File: src/rtl/rssb_pkg.sv
// Shared types and constants for the RSSB core: default widths, strobe select
// encodings and the location of the optional I/O word.
package rssb_pkg;

    localparam int RSSB_DATA_W = 16;
    localparam int RSSB_ADDR_W = 8;

    typedef enum logic {
        PC_INC1 = 1'b0,
        PC_SKIP = 1'b1
    } pc_inc_t;

    typedef enum logic {
        MEM_PC  = 1'b0,
        MEM_OP1 = 1'b1
    } mem_sel_t;

    // The topmost word of the address space doubles as the I/O port.
    function automatic int mmio_addr(input int addr_w);
        return (1 << addr_w) - 1;
    endfunction

    localparam int MMIO_ADDR = mmio_addr(RSSB_ADDR_W);

endpackage

File: src/rtl/rssb_mem.sv
// Unified program/data RAM for the RSSB core: combinational read, write on clk.
// Contents have no reset value.
module rssb_mem
    import rssb_pkg::*;
#(
    parameter int DATA_W = RSSB_DATA_W,
    parameter int ADDR_W = RSSB_ADDR_W
) (
    input  logic              clk,
    input  logic              we,
    input  logic [ADDR_W-1:0] addr,
    input  logic [DATA_W-1:0] wdata,
    output logic [DATA_W-1:0] rdata
);

    logic [DATA_W-1:0] ram [2**ADDR_W];

    always_ff @(posedge clk) begin
        if (we) begin
            ram[addr] <= wdata;
        end
    end

    assign rdata = ram[addr];

endmodule

File: src/rtl/rssb_datapath.sv
// RSSB datapath: PC, OP1 and ACC registers, the reverse-subtract unit and the
// unified memory, driven by control-FSM strobes. Define RSSB_MMIO_EN to map the
// top address onto io_in/io_out instead of RAM.
module rssb_datapath
    import rssb_pkg::*;
#(
    parameter int DATA_W = RSSB_DATA_W,
    parameter int ADDR_W = RSSB_ADDR_W
) (
    input  logic              clk,
    input  logic              rst,
    input  logic              sel_pc,
    input  logic              sel_mem,
    input  logic              write_op1,
    input  logic              write_acc,
    input  logic              write_mem,
    input  logic              write_pc,
    output logic              neg,
    input  logic              load_en,
    input  logic [ADDR_W-1:0] load_addr,
    input  logic [DATA_W-1:0] load_data,
    output logic [ADDR_W-1:0] pc_o,
    output logic [DATA_W-1:0] acc_o
`ifdef RSSB_MMIO_EN
    ,
    input  logic [DATA_W-1:0] io_in,
    output logic [DATA_W-1:0] io_out,
    output logic              io_valid
`endif
);

    logic [ADDR_W-1:0] pc;
    logic [ADDR_W-1:0] op1;
    logic [DATA_W-1:0] acc;
    logic              neg_q;

    logic [ADDR_W-1:0] core_addr;
    logic [ADDR_W-1:0] mem_addr;
    logic [DATA_W-1:0] mem_wdata;
    logic              mem_we;
    logic [DATA_W-1:0] ram_rdata;
    logic [DATA_W-1:0] mem_rdata;
    logic [DATA_W:0]   diff;
    logic [ADDR_W-1:0] pc_next;
    logic              core_wr;

    // Unsigned subtract with the borrow returned in the extra top bit.
    function automatic logic [DATA_W:0] rsub(input logic [DATA_W-1:0] minuend,
                                             input logic [DATA_W-1:0] subtrahend);
        return {1'b0, minuend} - {1'b0, subtrahend};
    endfunction

    function automatic logic [ADDR_W-1:0] pc_advance(input logic [ADDR_W-1:0] cur,
                                                     input pc_inc_t          inc);
        return (inc == PC_SKIP) ? cur + ADDR_W'(2) : cur + ADDR_W'(1);
    endfunction

    assign core_addr = (mem_sel_t'(sel_mem) == MEM_OP1) ? op1 : pc;
    assign diff      = rsub(mem_rdata, acc);
    assign pc_next   = pc_advance(pc, pc_inc_t'(sel_pc));

    // A load owns the memory port for its cycle; a coincident write_mem is dropped.
    assign core_wr   = write_mem & ~load_en & ~rst;
    assign mem_addr  = load_en ? load_addr : core_addr;
    assign mem_wdata = load_en ? load_data : acc;

`ifdef RSSB_MMIO_EN
    logic core_is_io;
    logic load_is_io;

    assign core_is_io = (core_addr == ADDR_W'(mmio_addr(ADDR_W)));
    assign load_is_io = (load_addr == ADDR_W'(mmio_addr(ADDR_W)));
    assign mem_we     = load_en ? ~load_is_io : (core_wr & ~core_is_io);
    assign mem_rdata  = core_is_io ? io_in : ram_rdata;

    always_ff @(posedge clk or posedge rst) begin
        if (rst) begin
            io_out   <= '0;
            io_valid <= 1'b0;
        end else begin
            io_valid <= core_wr & core_is_io;
            if (core_wr && core_is_io) begin
                io_out <= acc;
            end
        end
    end
`else
    assign mem_we    = load_en | core_wr;
    assign mem_rdata = ram_rdata;
`endif

    rssb_mem #(
        .DATA_W (DATA_W),
        .ADDR_W (ADDR_W)
    ) u_mem (
        .clk   (clk),
        .we    (mem_we),
        .addr  (mem_addr),
        .wdata (mem_wdata),
        .rdata (ram_rdata)
    );

    // Register update: every strobe samples pre-edge values.
    always_ff @(posedge clk or posedge rst) begin
        if (rst) begin
            pc    <= '0;
            op1   <= '0;
            acc   <= '0;
            neg_q <= 1'b0;
        end else begin
            if (write_pc) begin
                pc <= pc_next;
            end
            if (write_op1) begin
                op1 <= mem_rdata[ADDR_W-1:0];
            end
            if (write_acc) begin
                acc   <= diff[DATA_W-1:0];
                neg_q <= diff[DATA_W];
            end
        end
    end

    assign neg   = neg_q;
    assign pc_o  = pc;
    assign acc_o = acc;

endmodule
File: config.mk
export PLATFORM = sky130hd
export DESIGN_NAME = rssb_datapath
export DESIGN_NICKNAME = d
export VERILOG_FILES = /design/src/rtl/rssb_pkg.sv /design/src/rtl/rssb_mem.sv /design/src/rtl/rssb_datapath.sv
export SDC_FILE = /design/constraint.sdc
export NUM_CORES = 2
export LEC_CHECK = 0
export CORE_MARGIN = 4
export CORE_UTILIZATION = 33
export DETAILED_ROUTE_END_ITERATION = 8
export PLACE_DENSITY = 0.45
export SLEW_MARGIN = 10
export SYNTH_ARGS = -nofsm -noshare
export SYNTH_HDL_FRONTEND = slang
export SYNTH_SLANG_ARGS = --single-unit
File: constraint.sdc
create_clock -name clk -period 37.8 [get_ports clk]
set_input_delay 7.56 -clock clk [delete_from_list [all_inputs] [get_ports clk]]
set_output_delay 7.56 -clock clk [all_outputs]
set_load 0.01 [all_outputs]
==> flow_metrics.env <==
export IMPL_status="finished with violations"
export IMPL_violations="max-capacitance violations, max-slew violations"
export IMPL_ys_types=74
export IMPL_fin_area_um2=189000
export IMPL_min_path_cells=1
export IMPL_ant_nets=0
export IMPL_final_nets=10900
export IMPL_critPathCaptureType="flip-flop"
export IMPL_grt_max_degree=187
export IMPL_num_vias=99100
export IMPL_hp_class="reg2reg"
export IMPL_fin_ws_ns=19.68
export IMPL_cts_tree="built"
export IMPL_yosysSeqAreaShare=0.754
export IMPL_first_global_vias=94600
export IMPL_pre_cts_slack_ns=18.89
export IMPL_cp_start_kind="input pin"
export IMPL_async_flop_share=0.00799
export IMPL_crit_top_cell="buf_4"
export IMPL_area_growth_pct=15.1
export IMPL_cp_data_required_time_ns=38.72
export IMPL_cts_buffer_depth=4
export IMPL_drc=0
export IMPL_die_w_um=714
export IMPL_cap_violations=1
export IMPL_yosys_warnings=0
export IMPL_routabilityCongestion=0.897
export IMPL_io_pins=58
export IMPL_dieArea_um2=509000
export IMPL_synth_edff_count=4096
export IMPL_postCtsSetupRepairBufs=0
export IMPL_synthCells=10500
export IMPL_cts_clk_slew_worst_paths_ns=0.06
export IMPL_ys_ff_latch=4129
export IMPL_drv_slew=47
export IMPL_rows=258
export IMPL_placed_area_um2=175000
export IMPL_wl_per_cell_um=33.0
export IMPL_core_area_um2=495000
export IMPL_utilization=0.382
export IMPL_hold_path_end="pc_o[7]"
export IMPL_rsz0062_at_grt="no"
export IMPL_dr_first_iter_drc_count=12800
export IMPL_start_util=0.332
export IMPL_dpl_hpwl_um=362000
export IMPL_fmax_mhz=55.2
export IMPL_power_density_nw_per_um2=66.2
export IMPL_power_leakage_nw=61.7
export IMPL_drt_wl_total_um=591000
export IMPL_path_max_fanout=100
export IMPL_clockRootBuffer="clkbuf_16"
export IMPL_cts_max_level=5
export IMPL_skew_ns=0.105
export IMPL_finalHoldViolations=0
export IMPL_fp_dieH_um=714
export IMPL_cts_sinks=4129
export IMPL_hp_start="pc_o[7]"
export IMPL_layout_drive_gt1_share=0.165
export IMPL_finalSetupTns_ns=0
export IMPL_fillerInstances=45800
export IMPL_port_buffers=57
export IMPL_vias_per_cell=5.53
export IMPL_cp_top_family="buffers and inverters"
export IMPL_finalSetupViolCount=0
export IMPL_arrival_ns=19.05
export IMPL_critPathBufInv=9
export IMPL_slew_headroom=-0.0458
export IMPL_synth_area_um2=164000
export IMPL_whs_ns=0.549
export IMPL_overflow=0
export IMPL_reg2reg_setup_slack_ns=26.41
export IMPL_tightestPinTransition_ns=1.57
export IMPL_timing_rr_start="op1[0]"
export IMPL_layout_min_cycle_time_ns=18.12
export IMPL_fin_cells=17900
export IMPL_cp_slowest_cell="a2111oi_0"
export IMPL_grt_first_pass_wirelength_um=805000
export IMPL_cts_resized=0
export IMPL_clkLatencyLatePin_ns=1.06
export IMPL_cts_buffers_inserted=443
export IMPL_r2r_end="acc_o[14]"
export IMPL_cpPeakStageDelay_ns=1.00
export IMPL_reg2reg_depth=26
export IMPL_first_pass_iters=8
export IMPL_syn_nets=10600
export IMPL_ctsHoldBuffers=0
export IMPL_crit_type="in2reg"
export IMPL_antenna_found_initial=61
export IMPL_place_inst=17100
export IMPL_grt_usage=0.225
export IMPL_synthFlopType="edfxtp_1"
export IMPL_period_share=0.479
export IMPL_max_vdd_ir_drop_v=0.0000732
export IMPL_power_total_mw=12.5
export IMPL_avgSynthCellArea_um2=15.6
[power breakdown]
| part | switching, mW | leakage, nW | internal, mW |
|---|---|---|---|
| Clock | 1.84 | 6.83 | 2.41 |
| Sequential | 0.0636 | 37.4 | 5.39 |
| Combinational | 2.10 | 17.6 | 0.720 |
[kinds of logic (layout without fill, tap and decap cells)]
| family | Yosys count | count (layout) | share of synthesized area |
|---|---|---|---|
| simple gates | 3458 | 3458 | 0.0904 |
| compound gates | 1117 | 1117 | 0.0478 |
| flops | 4129 | 4129 | 0.754 |
| fa+ha+maj | 19 | 19 | 0.00149 |
| buf+inv | 849 | 1576 | 0.0246 |
| other cells | 0 | 47 | 0 |
| mux | 922 | 922 | 0.0814 |
| xor+xnor | 14 | 14 | 0.000746 |
[layout make-up]
type | count | area, um^2 | area share
inverters | 169 | 634 | 0.00335
clock buffers | 540 | 11500 | 0.0610
well taps | 6630 | 8300 | 0.0439
flip-flops and latches | 4129 | 124000 | 0.655
repair buffers | 594 | 4910 | 0.0259
multi-input cells | 5530 | 37300 | 0.197
clock inverters | 273 | 2470 | 0.0131
diodes | 47 | 118 | 0.000622
[cell usage in the layout (no fill, tap or decap), drive strengths merged, types with 18 or more instances in the layout]
cell / n
edfxtp: 4096
nand2: 1863
nand3: 1033
clkbuf: 540
buf: 538
o211ai: 397
mux2i: 384
nor2: 330
mux4: 308
mux2: 230
clkinv: 215
a21oi: 183
inv: 181
o21ai: 103
nand4: 100
a31oi: 69
o2111ai: 57
clkdlybuf4s50: 56
a22oi: 54
o22ai: 52
diode: 47
nor4: 36
bufinv: 35
dfrtp: 33
nor3: 30
and3: 29
a22o: 26
a32oi: 23
ha: 18
a211oi: 18
[cells in the mapped netlist, types with 33 or more instances]
master / count / share of area
mux2_2: 229 / 0.016
edfxtp_1: 4096 / 0.75
o22ai_1: 52 / 0.0020
a31oi_1: 69 / 0.0026
clkbuf_1: 265 / 0.0061
nand3_1: 1033 / 0.031
a21oi_1: 183 / 0.0056
dfrtp_1: 33 / 0.0050
nor4_1: 36 / 0.0014
nand4_1: 100 / 0.0038
nand2_1: 1863 / 0.043
inv_1: 169 / 0.0039
o211ai_1: 397 / 0.018
a22oi_1: 54 / 0.0025
buf_1: 40 / 0.00091
buf_4: 75 / 0.0034
nor2_1: 329 / 0.0075
mux2i_1: 383 / 0.023
o2111ai_1: 57 / 0.0030
o21ai_0: 97 / 0.0030
mux4_2: 308 / 0.042
buf_2: 270 / 0.0082
[worst max-delay path by stage]
stage          slack (ns)  cells past startpoint               to     from
6_report            19.68                     27        acc_o[14]  sel_mem
5_1_grt             19.30                     28        acc_o[14]  sel_mem
4_1_cts             20.00                     28        acc_o[14]  sel_mem
3_5_place_dp        18.89                     28        acc_o[14]  sel_mem
3_3_place_gp        18.76                     28        acc_o[14]  sel_mem
2_1_floorplan       16.97                      7  u_mem.ram[0][4]  load_en
[per-layer routing]
metal	global-route usage	vias up	wire, um
met3	0.0450	898	51500
met1	0.321	52300	252000
met2	0.340	4623	260000
met5	0	-	94
li1	-	41300	-
met4	0.0876	14	26600
[sequential cells by signal (all words and copies together), names as in the netlist]
register and count:
acc_o 16, u_mem.ram 4096, pc_o 8, neg 1, op1 8
(Power assumes the default switching activity.)
